File: src/rtl/iob_cache_axi_write_responder.sv
// AXI4 write-channel slave: one outstanding AW/W/B transaction, each accepted
// W beat is forwarded as a native-memory write. FIXED/INCR only; others drain with SLVERR.
module iob_cache_axi_write_responder #(
    parameter int ADDR_W   = 32,
    parameter int DATA_W   = 32,
    parameter int AXI_ID_W = 1
) (
    input  logic                       clk,
    input  logic                       reset,
    input  logic                       axi_awvalid,
    input  logic [ADDR_W-1:0]          axi_awaddr,
    input  logic [7:0]                 axi_awlen,
    input  logic [2:0]                 axi_awsize,
    input  logic [1:0]                 axi_awburst,
    input  logic [AXI_ID_W-1:0]        axi_awid,
    output logic                       axi_awready,
    input  logic                       axi_wvalid,
    input  logic [DATA_W-1:0]          axi_wdata,
    input  logic [DATA_W/8-1:0]        axi_wstrb,
    input  logic                       axi_wlast,
    output logic                       axi_wready,
    output logic                       axi_bvalid,
    output logic [1:0]                 axi_bresp,
    output logic [AXI_ID_W-1:0]        axi_bid,
    input  logic                       axi_bready,
    output logic                       mem_valid,
    output logic [ADDR_W-$clog2(DATA_W/8)-1:0] mem_addr,
    output logic [DATA_W-1:0]          mem_wdata,
    output logic [DATA_W/8-1:0]        mem_wstrb,
    input  logic                       mem_ready
);
    localparam int NBYTES_W = $clog2(DATA_W/8);

    localparam logic [1:0] BURST_FIXED = 2'b00;
    localparam logic [1:0] BURST_INCR  = 2'b01;
    localparam logic [1:0] RESP_OKAY   = 2'b00;
    localparam logic [1:0] RESP_SLVERR = 2'b10;

    typedef enum logic [1:0] {IDLE, DATA, RESP} state_t;

    state_t                state;
    logic [ADDR_W-1:0]     addr_reg;
    logic [2:0]            size_reg;
    logic [7:0]            len_reg;
    logic [7:0]            cnt;
    logic [1:0]            burst_reg;
    logic [AXI_ID_W-1:0]   id_reg;
    logic                  err;

    logic in_data;
    logic beat;
    logic last_cnt;
    logic len_mismatch;

    // W side stays combinational so a beat is accepted in the same cycle the
    // memory takes it; mem_ready only feeds wready, never mem_valid.
    assign in_data      = (state == DATA);
    assign axi_wready   = in_data && (err || mem_ready);
    assign beat         = axi_wvalid && axi_wready;
    assign last_cnt     = (cnt == len_reg);
    assign len_mismatch = last_cnt ^ axi_wlast;

    assign mem_valid = in_data && !err && axi_wvalid;
    assign mem_addr  = addr_reg[ADDR_W-1:NBYTES_W];
    assign mem_wdata = axi_wdata;
    assign mem_wstrb = (in_data && !err) ? axi_wstrb : '0;

    // NOTE: all state and registered outputs use <= so every flop samples the
    // pre-edge values; blocking here would let later statements see new values.
    always_ff @(posedge clk or posedge reset) begin
        if (reset) begin
            state       <= IDLE;
            addr_reg    <= '0;
            size_reg    <= '0;
            len_reg     <= '0;
            cnt         <= '0;
            burst_reg   <= '0;
            id_reg      <= '0;
            err         <= 1'b0;
            axi_awready <= 1'b1;
            axi_bvalid  <= 1'b0;
            axi_bresp   <= RESP_OKAY;
            axi_bid     <= '0;
        end else begin
            case (state)
                IDLE: begin
                    if (axi_awvalid) begin
                        addr_reg    <= axi_awaddr;
                        size_reg    <= axi_awsize;
                        len_reg     <= axi_awlen;
                        burst_reg   <= axi_awburst;
                        id_reg      <= axi_awid;
                        cnt         <= '0;
                        err         <= (axi_awburst != BURST_FIXED && axi_awburst != BURST_INCR)
                                       || (axi_awsize > 3'(NBYTES_W));
                        axi_awready <= 1'b0;
                        state       <= DATA;
                    end
                end
                DATA: begin
                    if (beat) begin
                        if (burst_reg == BURST_INCR)
                            addr_reg <= addr_reg + (ADDR_W'(1) << size_reg);
                        cnt <= cnt + 8'd1;
                        if (len_mismatch)
                            err <= 1'b1;
                        // Early wlast or a count-terminated burst both end here.
                        if (last_cnt || axi_wlast) begin
                            state      <= RESP;
                            axi_bvalid <= 1'b1;
                            axi_bresp  <= (err || len_mismatch) ? RESP_SLVERR : RESP_OKAY;
                            axi_bid    <= id_reg;
                        end
                    end
                end
                RESP: begin
                    if (axi_bready) begin
                        state       <= IDLE;
                        err         <= 1'b0;
                        axi_bvalid  <= 1'b0;
                        axi_bresp   <= RESP_OKAY;
                        axi_bid     <= '0;
                        axi_awready <= 1'b1;
                    end
                end
                default: state <= IDLE;
            endcase
        end
    end
endmodule

File: config.mk
export PLATFORM = sky130hd
export DESIGN_NAME = iob_cache_axi_write_responder
export DESIGN_NICKNAME = d
export VERILOG_FILES = /design/src/rtl/iob_cache_axi_write_responder.sv
export SDC_FILE = /design/constraint.sdc
export NUM_CORES = 1
export LEC_CHECK = 0
export BUFFER_PORTS_ARGS = -buffer_cell sky130_fd_sc_hd__buf_2
export CAP_MARGIN = 0
export CORE_MARGIN = 4
export CORE_UTILIZATION = 55
export CTS_CLUSTER_DIAMETER = 200
export DETAILED_ROUTE_END_ITERATION = 8
export GPL_ROUTABILITY_DRIVEN = 0
export GPL_TIMING_DRIVEN = 0
export PLACE_DENSITY = 0.95
export SETUP_SLACK_MARGIN = 0.1
export SLEW_MARGIN = 20
export SYNTH_ARGS = -nofsm -noshare
export SYNTH_HDL_FRONTEND = slang
export SYNTH_SLANG_ARGS = --single-unit
File: constraint.sdc
create_clock -name clk -period 3.97 [get_ports clk]
set_input_delay 0.794 -clock clk [delete_from_list [all_inputs] [get_ports clk]]
set_output_delay 0.794 -clock clk [all_outputs]
set_load 0.005 [all_outputs]
# Word-level counts from Yosys, hierarchy flattened
# Index checks and enable logic that the tools add are counted.
# Widths: inputs -> output; s select.
[classes]
n_mux = 31
magnitude_cmp = 1
n_shift = 1
bitwise_logic = 1
eq_ne = 11
n_reduce_logical = 23
add_sub_neg = 2
[ops]
columns = ["operator", "count"]
rows = [
  ["$mux 32", 3],
  ["$pmux 32 s2", 1],
  ["$add 32x32->32", 1],
  ["$shl 1x3->32 const A", 1],
  ["$mux 8", 2],
  ["$pmux 8 s2", 1],
  ["$mux 2", 7],
  ["$reduce_and 4->1", 3],
  ["$mux 1", 10],
  ["$ne 2x1->1 const B", 5],
  ["$add 8x1->8 const B", 1],
  ["$eq 8x8->1", 1],
  ["$reduce_bool 2->1", 4],
  ["$pmux 1 s2", 3],
  ["$pmux 2 s3", 1],
  ["$reduce_and 3->1", 2],
  ["$logic_and 1x1->1", 5],
  ["$reduce_and 5->1", 1],
  ["$eq 2x1->1 const B", 2],
  ["$logic_or 1x1->1", 4],
  ["$mux 4", 1],
  ["$ne 2x2->1 const B", 2],
  ["$pmux 2 s2", 1],
  ["$gt 3x2->1 const B", 1],
  ["other kinds (7)", 7],
]
[word_totals]
ff_bits = 62
out_inout_bits = 73
in_bits = 89

# Longest topological paths before layout
# Gate-level depths: netlist (run 1).
[depth]
ltp_word = 7
ltp_mapped = 10

# Least setup slack after synthesis (run 1)
# OpenSTA, ideal clock, no wires.
[synth_path]
path_kind = "register to register"
start = "register size_reg[2]"
end = "register addr_reg[24]"
path_buffers = 0
required_time_ps = 3841
stages_incl_launch_ff = 9
setup_time_ps = 129
period_less_slack_ps = 2391
setup_slack_ps = 1579
arrival_time_ps = 2262
path_cell_list = "dfrtp_1 nor3_1 ha_1 fa_1 a211oi_1 o21a_1 a2111oi_2 a41o_1 a21oi_1"
[synth_between]
elab_chain_cells = 5
[synth_rtl]
columns = ["item", "line_no", "rtl"]
rows = [
  ["start, declared", "43", "logic [2:0] size_reg;"],
  ["start signal, assigned", "89", "size_reg <= axi_awsize;"],
  ["$shl 1x3->32", "103", "addr_reg <= addr_reg + (ADDR_W'(1) << size_reg);"],
  ["$add 32x32->32", "103", ""],
  ["$mux 32", "102", "if (burst_reg == BURST_INCR)"],
  ["$mux 32", "101", "if (beat) begin"],
  ["$pmux 32 s2", "85", "case (state)"],
  ["end signal, assigned", "88", "addr_reg <= axi_awaddr;"],
  ["end signal, assigned", "103", ""],
  ["end, declared", "42", "logic [ADDR_W-1:0] addr_reg;"],
]
# No other way between the ends. The select of a mux whose other input is x is not followed.
# A chain may end at the register's enable or synchronous reset.

# Worst setup path in the final report (run 1)
[layout_path]
start = "register state[1]"
end = "output mem_valid"
[layout_between]
elab_chain_cells = 3
[layout_rtl]
columns = ["item", "line_no", "rtl"]
rows = [
  ["start, declared", "41", "state_t state;"],
  ["start signal, assigned", "72", "state <= IDLE;"],
  ["start signal, assigned", "97", "state <= DATA;"],
  ["start signal, assigned", "109", "state <= RESP;"],
  ["$eq 2x1->1", "57", "assign in_data = (state == DATA);"],
  ["$logic_and 1x1->1 (2 in a row)", "63", "assign mem_valid = in_data && !err && axi_wvalid;"],
  ["end, declared", "26", "output logic mem_valid,"],
]
# No other way between the ends.

==> results of run 1 <==
final cells by class:
cell class,count,area [sq um],area share (%)
tap,102,127.6,2.364
timing repair buffer,127,635.6,11.78
buffer,83,571.8,10.59
multi-input combinational,327,2305,42.70
clock inverter,7,66.31,1.229
clock buffer,9,123.9,2.295
inverter,10,40.04,0.7418
sequential,61,1528,28.30
power groups by stage:
stage               Combinational, W  Sequential, W  Clock (W)
floorplan                    0.00163        0.00116          0
global placement             0.00211        0.00123          0
detailed placement           0.00220        0.00126          0
CTS                          0.00222        0.00125   0.000556
global route                 0.00245        0.00131   0.000583
finish                       0.00224        0.00127   0.000557
metal layers:
layer	vias to the layer above	routed length (um)
li1	1995	-
met1	1993	4856
met2	288	5940
met3	45	1319
met4	0	450
met5	-	0
final timing paths:
kind / startpoint / endpoint / slack, ns / cells past startpoint
setup / recovery: state[1] / mem_valid / 0.62 / 8
hold / removal: axi_bvalid / axi_bvalid / 0.50 / 1
setup reg to reg: size_reg[0] / addr_reg[22] / 1.00 / 7
hold reg to reg: axi_bvalid / axi_bvalid / 0.50 / 1
max in group asynchronous: reset / addr_reg[12] / 2.89 / 2
min in group asynchronous: reset / axi_bid / 0.59 / 2
worst reg2reg max path: stages (launching register included):
cell and delay, ns:
dfrtp_1 0.49, nor3b_1 0.41, fa_1 0.34, a211oi_1 0.10
o21a_1 0.31, a2111oi_2 0.86, a41o_1 0.28, a21oi_1 0.07
cells by family after synthesis:
family,Yosys count,share of synthesized area [%]
AND/OR/NAND/NOR,154,18.54
XOR/XNOR,20,3.944
flip-flops,61,34.39
adder cells (fa/ha/maj),15,4.394
AO/OA/AOI/OAI,115,19.55
multiplexers,22,5.380
buffers and inverters,93,13.72
other,1,0.08443
metrics by stage:
stage | cells | power (W) | util (%)
2_1_floorplan | 481 | 0.002793 | -
3_3_place_gp | 710 | 0.003335 | 66.67
3_5_place_dp | 710 | 0.003455 | 66.70
4_1_cts | 726 | 0.004025 | 69.13
5_1_grt | 726 | 0.004344 | 69.13
6_report | 726 | 0.004063 | 69.13
cells in the final DEF, fill, tap and decap left out, types with 6 or more instances in the layout:
cell type | synthesis | final
nor3_1 | 7 | 7
buf_4 | 66 | 66
nand4_1 | 13 | 13
inv_1 | 10 | 9
o21ai_0 | 16 | 16
nand2_1 | 31 | 31
a21oi_1 | 28 | 28
clkbuf_8 | 0 | 9
xor2_1 | 15 | 15
and2_1 | 7 | 7
nor4_1 | 7 | 7
a311oi_1 | 6 | 6
dfrtp_1 | 60 | 60
clkbuf_1 | 10 | 10
ha_1 | 14 | 14
buf_2 | 4 | 131
o211ai_1 | 11 | 11
mux2_2 | 15 | 15
nor2_1 | 35 | 35
a211oi_1 | 7 | 7
mux2i_1 | 7 | 7
nand3_1 | 15 | 15
and3_1 | 11 | 11
cell usage after synthesis, types with 5 or more instances:
cell	n	share of area, %
a211oi_1	7	1.2
a21oi_1	28	3.2
a311oi_1	6	1.2
a41o_1	5	1.1
and2_1	7	0.99
and3_1	11	1.5
buf_4	66	11
clkbuf_1	10	0.85
dfrtp_1	60	34
ha_1	14	3.9
inv_1	10	0.85
mux2_2	15	3.8
mux2i_1	7	1.6
nand2_1	31	2.6
nand3_1	15	1.7
nand4_1	13	1.8
nor2_1	35	3.0
nor3_1	7	0.79
nor3b_1	5	0.85
nor4_1	7	0.99
o211ai_1	11	1.9
o21ai_0	16	1.8
xnor2_1	5	0.99
xor2_1	15	3.0
==> flow_metrics.py, run 1 <==
metrics = {
    "run_status": {
        "outcome": "finished clean",
    },
    "clock_network": {
        "cts_max_level": 3,
        "clk_path_buf_depth": 2,
        "clkTransAtPathRegs_ns": 0.07,
        "numCtsBuffers": 9,
        "cts-root-buf": "clkbuf_8",
        "clk_latency_ns": 0.35,
        "cts_tree": "done",
        "postCtsHoldBufs": 0,
        "ctsResizeCount": 0,
        "post_cts_buffers": 0,
        "cts.sinks": 61,
    },
    "critical_path": {
        "cp-end-kind": "primary output",
        "cp_data_required_time_ns": 3.18,
        "critPathLaunchType": "flop",
        "worstPathArrival_ns": 2.56,
        "crit_path_top_delay_cell": "dfrtp_1",
        "worst_path_largest_cell_delay_ns": 0.41,
        "crit_chain": "inv_1, ha_1, clkbuf_1, inv_1, clkbuf_1, nor2_1, and2_1, buf_2",
        "path_max_fanout": 10,
        "critPathTopFamily": "buffers and inverters",
        "path_buf_inv": 5,
        "crit_type": "flop to primary output",
    },
    "logic_synthesis": {
        "netlist_area_sq_mm": 0.004442,
        "syn-num-nets": 585,
        "synth_cells": 481,
        "synth.distinct_cells": 69,
        "ys.flop_type": "dfrtp_1",
        "async_flop_share_pct": 100.0,
        "ys_seq_area_share_pct": 34.39,
        "ys_warn_count": 0,
        "synth_edf_count": 0,
        "postSynthAreaPerCell_sq_um": 9.234,
        "synth_seq_cells": 61,
    },
    "finish": {
        "largest_register_ffs": 32,
        "drive_gt1_share_pct": 38.94,
        "stdcell_area_sq_mm": 0.005398,
        "syn_to_final_growth_pct": 21.52,
        "nets": 723,
        "diodes": 0,
        "fillers": 605,
    },
    "timing": {
        "max_freq_mhz": 298.6,
        "setup_viol": 0,
        "fin_tns_setup_ns": 0,
        "tightestPinTransition_ns": 0.8605,
        "clock_skew_ns": 0.007685,
        "maxSlewHeadroom_pct": 42.52,
        "worst_slack_ns": 0.6208,
        "hold_viol": 0,
        "period_needed_ns": 3.349,
        "worst_hold_slack_ns": 0.4979,
        "fin_crit_sh_pct": 84.36,
        "drv_slew": 0,
        "rsz0062_at_grt": "no",
    },
    "power_and_ir_drop": {
        "peakVddDrop_mv": 0.4272,
        "power_leakage_nw": 2.575,
        "power.switching_w": 0.001797,
        "p_per_area_mw_per_mm2": 752.7,
        "power_switching_share_pct": 44.24,
        "p_seq_share_pct": 31.1,
        "clockPowerShare_pct": 13.7,
        "p_int_w": 0.002266,
        "pwr-share-comb_pct": 55.2,
    },
    "placed_design": {
        "dp_hpwl_um": 9487,
        "placed_area_sq_mm": 0.005207,
        "io_buffers": 127,
        "dpl_worst_slack_ns": 1.065,
    },
    "global_routing": {
        "grtUsageMet3_pct": 4.929,
        "top_usage_layer": "met2",
        "use_met1_pct": 33.14,
        "antenna_found_initial": 0,
        "met2_usage_pct": 42.93,
        "first_global_vias": 4329,
        "grt_start_max_net_pins": 62,
        "grt-ovfl-total": 0,
        "grt_use_total_pct": 26.18,
        "grt_pass1_wl_um": 20560,
    },
    "routing": {
        "wl_per_cell_um": 17.31,
        "drtAntennaViolNets": 0,
        "drt-vias-per-instance": 5.952,
        "drtIter0Drc": 411,
        "totalWireLength_um": 12570,
        "dr.pass1.iters": 5,
        "drc": 0,
        "vias": 4321,
    },
    "die": {
        "die_h_um": 97.87,
        "rows": 32,
        "start_util_pct": 56.89,
        "dieWidth_um": 97.87,
        "core_region_area_sq_mm": 0.007807,
        "floorplan.die_area_sq_mm": 0.009578,
        "io_pins": 162,
    },
    "worst_hold_path": {
        "min_path_type": "flop to flop",
    },
    "flow_run": {
        "drv_cap": 0,
    },
}
Note: power is estimated with default switching activity, not from simulation.
==> run 2: changes to the inputs <==
Settings changed: CORE_UTILIZATION 55 to 46, PLACE_DENSITY 0.95 to 0.86.
Clock period 3.97 ns to 2.75 ns, I/O delays scaled along.
==> run 2 against run 1 <==
- core utilization shrank 8.7 points
- count of clock-buffer cells in the layout did not move
- hold slack got worse by 0.34 ns
- clock power grew 83%
- flip-flop and latch count unchanged
- sequential power rose by 44%
- worst setup slack got worse by 0.47 ns
- non-clock buffer count increased by 8
- cell area grew 4.4%
- final cell count increased by 4.8%
- critical path type is now flop to flop
- largest cell class unchanged
==> flow_metrics.py, run 2 (same netlist as run 1, synthesis figures left out) <==
metrics = {
    "power_and_ir_drop": {
        "power_leakage_nw": 2.642,
        "peakVddDrop_mv": 0.6504,
        "p_per_area_mw_per_mm2": 1099,
        "p_total_w": 0.006194,
    },
    "timing": {
        "clock_skew_ns": 0.009624,
        "maxSlewHeadroom_pct": 50.28,
        "worst_slack_ns": 0.1487,
        "hold_viol": 0,
        "max_freq_mhz": 384.4,
        "setup_viol": 0,
        "tightestPinTransition_ns": 0.7458,
        "fin_crit_sh_pct": 94.59,
        "drv_slew": 0,
        "period_needed_ns": 2.601,
        "rsz0062_at_grt": "yes",
    },
    "clock_network": {
        "clk_path_buf_depth": 2,
        "cts-root-buf": "clkbuf_8",
        "cts_max_level": 3,
        "cts_tree": "done",
        "cts.sinks": 61,
        "clkTransAtPathRegs_ns": 0.08,
        "clk_latency_ns": 0.35,
        "numCtsBuffers": 9,
    },
    "global_routing": {
        "top_usage_layer": "met2",
        "grt_use_total_pct": 22.24,
        "antenna_found_initial": 0,
        "grt-ovfl-total": 0,
        "grt_start_max_net_pins": 39,
        "met2_usage_pct": 36.52,
        "grtUsageMet3_pct": 5.950,
        "grt_pass1_wl_um": 20490,
        "use_met1_pct": 28.43,
        "first_global_vias": 4255,
    },
    "finish": {
        "final_cell_mix": "buf_2 (131), buf_4 (74), dfrtp_1 (57)",
        "multi_input_area_sq_mm": 0.002366,
        "fillers": 810,
        "largest_register_ffs": 32,
        "drive_gt1_share_pct": 42.09,
        "nets": 731,
        "syn_to_final_growth_pct": 26.84,
        "diodes": 0,
        "stdcell_count": 761,
        "stdcell_area_sq_mm": 0.005634,
        "register_area_sq_mm": 0.001531,
        "layout_commonest_cell": "buf_2",
    },
    "die": {
        "floorplan.die_area_sq_mm": 0.01129,
        "die_h_um": 106.3,
        "core_region_area_sq_mm": 0.009328,
        "start_util_pct": 47.62,
        "rows": 35,
        "dieWidth_um": 106.3,
        "io_pins": 162,
    },
    "routing": {
        "vias": 4360,
        "drtAntennaViolNets": 0,
        "drc": 0,
        "drt-vias-per-instance": 5.729,
        "drtIter0Drc": 424,
        "totalWireLength_um": 13000,
        "dr.pass1.iters": 6,
        "wl_per_cell_um": 17.08,
    },
    "critical_path": {
        "r2r_start": "size_reg[2]",
        "crit_type": "flop to flop",
        "r2r_setup_slack_ns": 0.15,
        "critPathLaunchType": "flop",
        "worstPathArrival_ns": 2.86,
        "cp_data_required_time_ns": 3.01,
        "reg2reg_depth": 8,
        "cp-end-kind": "flop",
        "timing.rr.end": "addr_reg[25]",
        "path_max_fanout": 9,
    },
    "placed_design": {
        "io_buffers": 127,
        "dpl_worst_slack_ns": -0.08009,
        "dp_cells": 738,
        "placed_area_sq_mm": 0.005261,
        "dp_hpwl_um": 9660,
    },
    "worst_hold_path": {
        "min_path_type": "input port to async pin",
    },
    "run_status": {
        "outcome": "finished clean",
    },
    "flow_run": {
        "drv_cap": 0,
    },
}
run 2: report_power, final:
group	total [W]	internal, W	switching [W]
Clock	0.00102	0.000607	0.000418
Sequential	0.00183	0.00132	0.000505
Combinational	0.00334	0.00160	0.00174
Total	0.00619	0.00353	0.00266
run 2: final cells by class:
| type | count | area share (%) |
|---|---|---|
| inverters | 10 | 0.7106 |
| clock buffers | 9 | 2.199 |
| well taps | 129 | 2.865 |
| clock inverters | 7 | 2.176 |
| flip-flops and latches | 61 | 27.18 |
| repair buffers | 135 | 12.57 |
| multi-input cells | 327 | 41.99 |
| plain buffers | 83 | 10.30 |
run 2: repair_timing:
item | 4_1_cts | 5_1_grt
endpoints found under the hold margin | 0 | 0
hold buffers | 0 | 0
buffers inserted | 0 | 7
gates resized for setup | 6 | 17
pin swaps | 2 | 6
cloned | 0 | 0
setup endpoints to repair | 13 | 34
run 2: routing by layer:
metal	vias to the layer above	share of wire, %
li1	2001	-
met1	2023	39
met2	298	47
met3	38	11
met4	0	2.4
met5	-	0
run 2: through the flow:
stage	util, %	hold slack, ns	TNS [ns]
floorplan	-	0.4563	0
global placement	56.16	0.4625	-4.380
detailed placement	56.41	0.4681	-0.1958
CTS	59.28	0.1555	0
global route	60.40	0.1775	0
finish	60.40	0.1583	0
run 2: critical path: stages (launching register included):
cell and delay (ns):
dfrtp_2 0.47, and3b_1 0.21, ha_1 0.36, nand4_1 0.21
or3_4 0.49, a211oi_4 0.26, buf_4 0.20, a311oi_1 0.09
nor3_1 0.21
run 2: worst max path at each step:
stage	start	cells after the start	endpoint	slack, ns
global placement	reset	2	addr_reg[30]	-0.08
floorplan	size_reg[2]	8	addr_reg[24]	0.36
finish	size_reg[2]	8	addr_reg[25]	0.15
detailed placement	size_reg[2]	8	addr_reg[24]	-0.08
CTS	state[1]	8	mem_wstrb[3]	0.11
global route	size_reg[2]	8	addr_reg[25]	0.05
